**src/rtl/game_round_ctrl.sv**
```systemverilog
// Round/level sequencer for the rhythm game: MENU/PLAY/PAUSE/WIN/LOSE/EXIT flow,
// per-round hit/miss counters and multi-level progression with a timed WIN hold.
module game_round_ctrl #(
    parameter int CNT_W       = 4,
    parameter int ROUND_NOTES = 10,
    parameter int MISS_LIMIT  = 3,
    parameter int LEVELS      = 4,
    parameter int WIN_HOLD    = 50,
    localparam int LVL_W      = (LEVELS > 1) ? $clog2(LEVELS) : 1
) (
    input  logic             clk,
    input  logic             rst,
    input  logic [2:0]       cmd,
    input  logic             life_full,
    input  logic             hit,
    input  logic             miss,
    output logic [2:0]       state,
    output logic [CNT_W-1:0] score,
    output logic [CNT_W-1:0] miss_cnt,
    output logic [LVL_W-1:0] level,
    output logic             round_end
);

    localparam int HOLD_W = (WIN_HOLD > 1) ? $clog2(WIN_HOLD) : 1;

    localparam logic [2:0]        CMD_START = 3'b010;
    localparam logic [2:0]        CMD_EXIT  = 3'b101;
    localparam logic [2:0]        CMD_PAUSE = 3'b011;
    localparam logic [CNT_W-1:0]  MISS_MAX  = CNT_W'(MISS_LIMIT);
    localparam logic [CNT_W:0]    NOTES     = (CNT_W+1)'(ROUND_NOTES);
    localparam logic [LVL_W-1:0]  LAST_LVL  = LVL_W'(LEVELS - 1);
    localparam logic [HOLD_W-1:0] HOLD_LAST = HOLD_W'(WIN_HOLD - 1);

    typedef enum logic [2:0] {
        S_RESET = 3'b000,
        S_MENU  = 3'b001,
        S_PLAY  = 3'b010,
        S_PAUSE = 3'b011,
        S_WIN   = 3'b100,
        S_EXIT  = 3'b101,
        S_LOSE  = 3'b110
    } state_t;

    state_t            state_q, state_d;
    logic [2:0]        cmd_q;
    logic [CNT_W-1:0]  score_q, score_d, miss_q, miss_d;
    logic [CNT_W-1:0]  next_score, next_miss;
    logic [CNT_W:0]    note_sum;
    logic [LVL_W-1:0]  level_q, level_d;
    logic [HOLD_W-1:0] hold_q, hold_d;
    logic              round_end_q, round_end_d;
    logic              cmd_edge, start_edge, exit_edge, pause_edge;

    // Commands only fire on the cycle the decoder output changes.
    assign cmd_edge   = (cmd != cmd_q);
    assign start_edge = cmd_edge && (cmd == CMD_START);
    assign exit_edge  = cmd_edge && (cmd == CMD_EXIT);
    assign pause_edge = cmd_edge && (cmd == CMD_PAUSE);

    assign next_score = (hit  && (score_q != '1)) ? score_q + CNT_W'(1) : score_q;
    assign next_miss  = (miss && (miss_q  != '1)) ? miss_q  + CNT_W'(1) : miss_q;
    assign note_sum   = {1'b0, next_score} + {1'b0, next_miss};

    always_ff @(posedge clk or negedge rst) begin
        if (!rst) begin
            state_q     <= S_RESET;
            cmd_q       <= 3'b000;
            score_q     <= '0;
            miss_q      <= '0;
            level_q     <= '0;
            hold_q      <= '0;
            round_end_q <= 1'b0;
        end else begin
            state_q     <= state_d;
            cmd_q       <= cmd;
            score_q     <= score_d;
            miss_q      <= miss_d;
            level_q     <= level_d;
            hold_q      <= hold_d;
            round_end_q <= round_end_d;
        end
    end

    always_comb begin
        state_d = state_q;
        score_d = score_q;
        miss_d  = miss_q;
        level_d = level_q;
        hold_d  = hold_q;

        case (state_q)
            S_RESET: state_d = S_MENU;
            S_MENU: begin
                if (start_edge && life_full) begin
                    state_d = S_PLAY;
                    score_d = '0;
                    miss_d  = '0;
                end else if (exit_edge) begin
                    state_d = S_EXIT;
                end
            end
            // Loss outranks a win on the same note, and both outrank commands.
            S_PLAY: begin
                score_d = next_score;
                miss_d  = next_miss;
                if (next_miss > MISS_MAX) begin
                    state_d = S_LOSE;
                end else if (note_sum == NOTES) begin
                    state_d = S_WIN;
                    hold_d  = '0;
                end else if (exit_edge) begin
                    state_d = S_EXIT;
                end else if (pause_edge) begin
                    state_d = S_PAUSE;
                end
            end
            S_PAUSE: begin
                if (pause_edge)     state_d = S_PLAY;
                else if (exit_edge) state_d = S_EXIT;
            end
            S_WIN: begin
                if (level_q != LAST_LVL) begin
                    if (hold_q == HOLD_LAST) begin
                        state_d = S_PLAY;
                        level_d = level_q + LVL_W'(1);
                        score_d = '0;
                        miss_d  = '0;
                        hold_d  = '0;
                    end else begin
                        hold_d = hold_q + HOLD_W'(1);
                    end
                end else if (start_edge) begin
                    state_d = S_MENU;
                    level_d = '0;
                end else if (exit_edge) begin
                    state_d = S_EXIT;
                end
            end
            S_LOSE: begin
                if (start_edge) begin
                    state_d = S_MENU;
                    level_d = '0;
                    score_d = '0;
                    miss_d  = '0;
                end else if (exit_edge) begin
                    state_d = S_EXIT;
                end
            end
            S_EXIT:  state_d = S_EXIT;
            default: state_d = S_RESET;
        endcase

        round_end_d = (state_q == S_PLAY) && ((state_d == S_WIN) || (state_d == S_LOSE));
    end

    assign state     = state_q;
    assign score     = score_q;
    assign miss_cnt  = miss_q;
    assign level     = level_q;
    assign round_end = round_end_q;

endmodule

```
**config.mk**
```make
export PLATFORM = sky130hd
export DESIGN_NAME = game_round_ctrl
export DESIGN_NICKNAME = d
export VERILOG_FILES = /design/src/rtl/game_round_ctrl.sv
export SDC_FILE = /design/constraint.sdc
export NUM_CORES = 1
export LEC_CHECK = 0
export CORE_MARGIN = 4
export CORE_UTILIZATION = 49
export DETAILED_ROUTE_END_ITERATION = 7
export MAX_ROUTING_LAYER = met4
export PLACE_DENSITY_LB_ADDON = 0.12
export SLEW_MARGIN = 40
export SYNTH_ARGS = -nofsm -noshare
export SYNTH_HDL_FRONTEND = slang
export SYNTH_SLANG_ARGS = --single-unit
export TNS_END_PERCENT = 1
```
**constraint.sdc**
```tcl
create_clock -name clk -period 2.26 [get_ports clk]
set_input_delay 0.339 -clock clk [delete_from_list [all_inputs] [get_ports clk]]
set_output_delay 0.339 -clock clk [all_outputs]
set_load 0.005 [all_outputs]
```
==> metrics, run 1 <==
final setup vio count 10; Area Overhead vs Synth 43.44%; DP Cell Count 265; final critical-path share of the clock period 109.6%; Netlist cell types 45; DR vias/cell 5.831; share of Yosys cell area claimed by the top area cell type 36.80%; cell count after synthesis 177; number of synthesized flops with an enable pin 0; core area 3053 um^2; Total GRT Usage 20.41%; vias in the first global route 1,476; clock sinks 23; Leak Pwr 0.9461 nW; final WL 4.090 mm; synthesis-stage register bit count 23; CTS tree built; largest family of logic cells by synthesized area compound AO/OA/AOI/OAI gates; Final Hold Viols 0; fin crit period 2.476 ns; Worst Hold Class in -> async; hold-fix buffers at CTS 0; setup TNS -1.657 ns; synthesized area 1564 um^2; RePlAce Congestion 0.8336; crit end category flop; dominant cell type by area after synthesis dfrtp_1; MaxCap Viol Count 0; Post-synth top cells dfrtp_1, nor2_1, o21ai_0; die width 64.50 um; antenna-violating nets left 0; Slew HR 70.61%; worst slew pin tran 0.4375 ns; largest net degree at the start of global routing 24; first-pass GRT wire length 6.665 mm; Vias 1,586; DR pass1 iterations 4; post-synthesis xor/xnor area fraction 2.800%; most common cell in the synthesized netlist dfrtp_1; Worst Path Max Fanout 7; CP max stage delay 0.67 ns; die height 64.50 um; worst vdd ir 0.6302 mV; Remaining DRCs 0; failing checks negative setup slack; Synth warnings 0; nets 246; clock latency on the worst-skew pair 0.32 ns; clk buf depth 2; sequential share of the synthesized area 36.80%; Place WS -0.5789 ns; Overall Power 0.002090 W; Die Area 4160 um^2; post-synthesis mux area share 0%; status finished with violations; Synth Area in Simple Gates 24.64%; Slew Limit Fails 0; clock root buffer clkbuf_4; Cell Rows 20; syn nets 194; Starting DRT DRC Count 97; CP Launch Type primary input; initial antenna violation count 0; clock-pin slew of the registers on the worst-case setup and hold paths 0.15 ns; Initial Utilization 51.23%; Port Buf Inserts 21; crit path cell chain clkdlybuf4s50_1 -> nand4_1 -> nor3_1 -> a21oi_1 -> ha_1 -> xnor2_1 -> nand3_1 -> a31oi_2 -> and4_4 -> o22ai_1; fin worst setup slack -0.2165 ns; total CTS buffers 3; fmax 0.4038 GHz; IO Pins 22; # diodes 0; H-tree levels 1; unrepaired setup endpoints after global routing yes; WS Path Type in -> reg; syn avg cell area 8.836 um^2; Finished Layout Cells 272; Final HPWL DP 2.891 mm; wire length per cell 15.04 um; Crit path required time 2.47 ns; gr ovfl total 0; Power Dens Cells 931.7 nW/um^2; layout cells sized above 1 28.95%; clock skew 0.01249 ns; dominant cells by area after synthesis dfrtp_1, ha_1, o21ai_0; Post-synth top flop dfrtp_1; Post-synth ARST share 100.0%; Critical Path AT 2.69 ns; Synth Area in Compound Gates 24.96%; CP max stage cell clkdlybuf4s50_1; Adder-Cell Fraction of Synth Area 7.200%; fill count 216
-- final timing paths --
check / start / slack, ns / end / depth (start not counted)
hold / removal: rst / 0.35 / level[0] / 2
hold reg to reg: hold_q[2] / 0.53 / hold_q[2] / 1
min in group clk: hold_q[2] / 0.53 / hold_q[2] / 1
max in group asynchronous: rst / 1.64 / miss_cnt[0] / 2
setup / recovery: miss / -0.22 / hold_q[2] / 10
setup reg to reg: score[1] / -0.22 / hold_q[2] / 13
-- final cells by class --
| class | count | area (um^2) | area share [%] |
|---|---|---|---|
| clock buffer | 4 | 26.28 | 1.171 |
| inverter | 8 | 30.03 | 1.339 |
| multi-input combinational | 141 | 1109 | 49.41 |
| sequential | 23 | 576.8 | 25.71 |
| tap | 44 | 55.05 | 2.454 |
| timing repair buffer | 52 | 446.7 | 19.91 |
-- kinds of logic after synthesis --
logic type / after synthesis
DFF: 23
xor gates and xnor gates: 5
AOI/OAI and AO/OA: 58
adders and majority gates: 9
and+or+nand+nor: 69
buffers and inverters: 13
-- metrics by stage --
stage | area, um^2 | hold WS, ns | util [%]
after global placement | 2049 | 0.5037 | 67.13
after CTS | 2171 | 0.3625 | 71.11
final | 2243 | 0.3512 | 73.48
after detailed placement | 2049 | 0.5076 | 67.13
after global routing | 2243 | 0.3828 | 73.48
after floorplan | 1600 | 0.04341 | -
-- placed cells by master, fill, tap and decap left out, types with 3 or more instances in the layout --
cell | netlist | layout
nand3b_1 | 3 | 3
o21ai_0 | 15 | 11
dfrtp_1 | 23 | 22
nand3_1 | 6 | 4
clkbuf_4 | 0 | 3
a31oi_1 | 5 | 3
nor3_1 | 4 | 4
a22o_1 | 5 | 5
nor2_1 | 15 | 12
clkdlybuf4s50_1 | 0 | 21
nand2_1 | 13 | 11
o21ai_1 | 0 | 4
o31ai_1 | 6 | 4
nand4_1 | 4 | 4
a21oi_1 | 9 | 8
buf_4 | 0 | 30
inv_1 | 8 | 7
ha_1 | 9 | 4
ha_4 | 0 | 3
nor2b_1 | 4 | 4
-- metal layers --
layer	global-route usage, %	vias up	routed length, um
li1	-	771	-
met1	25.30	766	1779
met2	35.44	37	2109
met3	2.080	12	125
met4	5.805	0	76
met5	-	-	0
-- worst max-delay path, delay by kind of cell --
kind                     cells  cell delay [ns]
AO/OA/AOI/OAI                3             0.39
XOR/XNOR                     1             0.15
adder cells (fa/ha/maj)      1             0.34
AND/OR/NAND/NOR              4             0.79
buffers and inverters        1             0.67
-- sequential cells by signal, indices dropped and copies added, names as in the netlist --
name and count:
miss_cnt 4, state 3, score 4, cmd_q 3, level 2, round_end 1, hold_q 6
-- where the power goes --
part | switching, W | leakage [nW] | internal [W] | total [W]
clock network | 0.000137 | 0.0150 | 0.0000690 | 0.000206
logic | 0.000534 | 0.653 | 0.000642 | 0.00118
registers | 0.000174 | 0.278 | 0.000534 | 0.000708
-- repair_timing --
action	4_1_cts	5_1_grt
pin swaps	14	13
cloned	0	0
endpoints found under the setup margin	10	10
resized for setup	20	11
buffers inserted	0	3
endpoints found under the hold margin	0	0
Note: power is estimated with default switching activity, not from simulation.
==> run 2, diff against run 1 <==
==> constraint.sdc (replaced) <==
create_clock -name clk -period 2.26 [get_ports clk]
set_input_delay 0.226 -clock clk [delete_from_list [all_inputs] [get_ports clk]]
set_output_delay 0.226 -clock clk [all_outputs]
set_load 0.005 [all_outputs]
==> run 2 against run 1 <==
The flow still finishes with violations (negative setup slack). Die area stayed put. Register-to-register slack hardly changed. Routed wire length shrank 2.4%. Sequential share of layout area rose by 0.44 points. Total power down 1.2%. Global-route usage grew 1.1 points. Non-clock buffer count did not move. Critical endpoint is now hold_q[3]. Via count down 0.32%. Hold slack worse by 0.15 ns.
==> metrics, run 2 (same netlist as run 1, synthesis figures left out) <==
status finished with violations (unchanged); failing checks negative setup slack (unchanged); core area 3053 um^2 (unchanged); Leak Pwr 0.9426 nW (was 0.9461 nW); Slew Limit Fails 0 (unchanged); CTS tree built (unchanged); Die Area 4160 um^2 (unchanged); clk buf depth 2 (unchanged); clock skew 0.006878 ns (was 0.01249 ns); MaxCap Viol Count 0 (unchanged); layout cells sized above 1 27.63% (was 28.95%); IO Pins 22 (unchanged); reg2reg setup slack -0.23 ns (was -0.22 ns); initial antenna violation count 0 (unchanged); clock latency on the worst-skew pair 0.32 ns (about the same); DR pass1 iterations 4 (unchanged); crit end category flop (unchanged); crit path cell chain ha_2 -> buf_4 -> a21oi_1 -> a31oi_2 -> ha_1 -> nor2_1 -> xnor2_1 -> nand3_1 -> a31oi_2 -> and4_4 -> o21ai_1 (was clkdlybuf4s50_1 -> nand4_1 -> nor3_1 -> a21oi_1 -> ha_1 -> xnor2_1 -> nand3_1 -> a31oi_2 -> and4_4 -> o22ai_1); clock root buffer clkbuf_4 (unchanged); Worst Path Max Fanout 6 (was 7); fin worst setup slack -0.2274 ns (was -0.2165 ns); Total GRT Usage 21.53% (was 20.41%); # diodes 0 (unchanged); wire length per cell 14.67 um (was 15.04 um); worst slew pin tran 0.4745 ns (was 0.4375 ns); largest net degree at the start of global routing 15 (was 24); Finished Layout Cells 272 (unchanged); clock sinks 23 (unchanged); Final Hold Viols 0 (unchanged); die width 64.50 um (unchanged); unrepaired setup endpoints after global routing yes (unchanged); CP max stage delay 0.41 ns (was 0.67 ns); most common cell after layout, fill and taps aside buf_4 (unchanged); final WL 3.990 mm (was 4.090 mm); DP Cell Count 262 (was 265); Area Overhead vs Synth 41.04% (was 43.44%); H-tree levels 1 (unchanged); WS Path Type reg -> reg (was in -> reg); combinational power share 56.0% (was 56.3%); Power Dens Cells 936.5 nW/um^2 (was 931.7 nW/um^2); final critical-path share of the clock period 110.1% (was 109.6%); RePlAce Congestion 0.8375 (was 0.8336); clock-pin slew of the registers on the worst-case setup and hold paths 0.13 ns (was 0.15 ns); CP max stage cell dfrtp_1 (was clkdlybuf4s50_1); hold-fix buffers at CTS 0 (unchanged); Placed Area 2027 um^2 (was 2049 um^2); DR vias/cell 5.813 (was 5.831); internal power 0.001232 W (was 0.001245 W); fmax 0.4020 GHz (was 0.4038 GHz); antenna-violating nets left 0 (unchanged); nets 246 (unchanged); Most flops, register hold_q (unchanged); Critical Path AT 2.70 ns (was 2.69 ns); Worst Hold Class in -> async (unchanged); first-pass GRT wire length 6.975 mm (was 6.665 mm); Slew HR 68.30% (was 70.61%); Crit path required time 2.47 ns (about the same); max reg flops 6 (unchanged); Initial Utilization 51.23% (unchanged); gr ovfl total 0 (unchanged); commonest non-fill, non-tap cells in the layout buf_4, dfrtp_1, clkdlybuf4s50_1 (unchanged); Sw Ratio 40.34% (was 40.42%); CP Launch Type flop (was primary input); Cell Rows 20 (unchanged); Flop pwr share 34.4% (was 33.9%); Final HPWL DP 2.960 mm (was 2.891 mm); Starting DRT DRC Count 102 (was 97); vias in the first global route 1,524 (was 1,476); worst vdd ir 0.6678 mV (was 0.6302 mV); final setup vio count 10 (unchanged); Remaining DRCs 0 (unchanged); total CTS buffers 3 (unchanged); CP most frequent cell a31oi_2; Port Buf Inserts 21 (unchanged); Design Area, Final 2206 um^2 (was 2243 um^2); clock share of power 9.6% (was 9.8%); Vias 1,581 (was 1,586); fill count 256 (was 216); sw power 0.0008333 W (was 0.0008448 W); fin crit period 2.487 ns (was 2.476 ns); die height 64.50 um (unchanged)
==> run 2: metrics by stage <==
step           utilization, %  worst slack [ns]  TNS [ns]  hold WS [ns]  total power (W)
5_1_grt                 72.25           -0.3982    -3.653        0.2437         0.002248
6_report                72.25           -0.2274    -1.886        0.2043         0.002066
4_1_cts                 69.96           -0.1294    -1.071        0.2252         0.001990
3_3_place_gp            66.39           -0.3202    -2.635        0.5120         0.001662
2_1_floorplan               -           -0.1234   -0.6701      -0.06959         0.001276
3_5_place_dp            66.39           -0.4385    -3.624        0.5373         0.001705
==> run 2: per-layer routing <==
| metal | up-vias | GRT usage (%) | share of wire [%] |
|---|---|---|---|
| met5 | - | - | 0 |
| met4 | 0 | 7.388 | 1.4 |
| met3 | 9 | 2.426 | 2.3 |
| met2 | 28 | 34.66 | 50 |
| met1 | 770 | 28.32 | 46 |
| li1 | 774 | - | - |
==> run 2: critical path, delay by kind of cell (launching register included) <==
kind	cells	cell delay, ns
flops	1	0.41
fa+ha+maj	2	0.56
buf+inv	1	0.14
simple gates	3	0.58
compound gates	4	0.55
xor+xnor	1	0.15
==> run 2: layout make-up <==
class | instances | area, um^2 | area share, %
Clock buffer | 4 | 26.28 | 1.191
Tap cell | 44 | 55.05 | 2.496
Sequential cell | 23 | 576.8 | 26.15
Inverter | 8 | 30.03 | 1.361
Multi-Input combinational cell | 141 | 1071 | 48.55
Timing Repair Buffer | 52 | 446.7 | 20.25
==> run 2: final timing paths <==
| path | cells after the start | endpoint | start |
|---|---|---|---|
| min reg2reg | 1 | hold_q[2] | hold_q[2] |
| min | 1 | level[0] | rst |
| min in group clk | 2 | cmd_q[1] | cmd[1] |
| max reg2reg | 11 | hold_q[3] | score[1] |
| max | 11 | hold_q[3] | score[1] |
| max in group asynchronous | 2 | miss_cnt[0] | rst |
==> run 2: what timing repair did <==
item	4_1_cts	5_1_grt
setup endpoints to repair	10	10
resized for setup	15	9
buffers inserted	3	3
pin swaps	15	7
==> run 2: power by group through the flow <==
stage | sequential [W] | combinational, W | clock, W
CTS | 0.000704 | 0.00108 | 0.000206
detailed placement | 0.000702 | 0.00100 | 0
global route | 0.000735 | 0.00129 | 0.000222
global placement | 0.000690 | 0.000972 | 0
finish | 0.000711 | 0.00116 | 0.000199
floorplan | 0.000668 | 0.000608 | 0
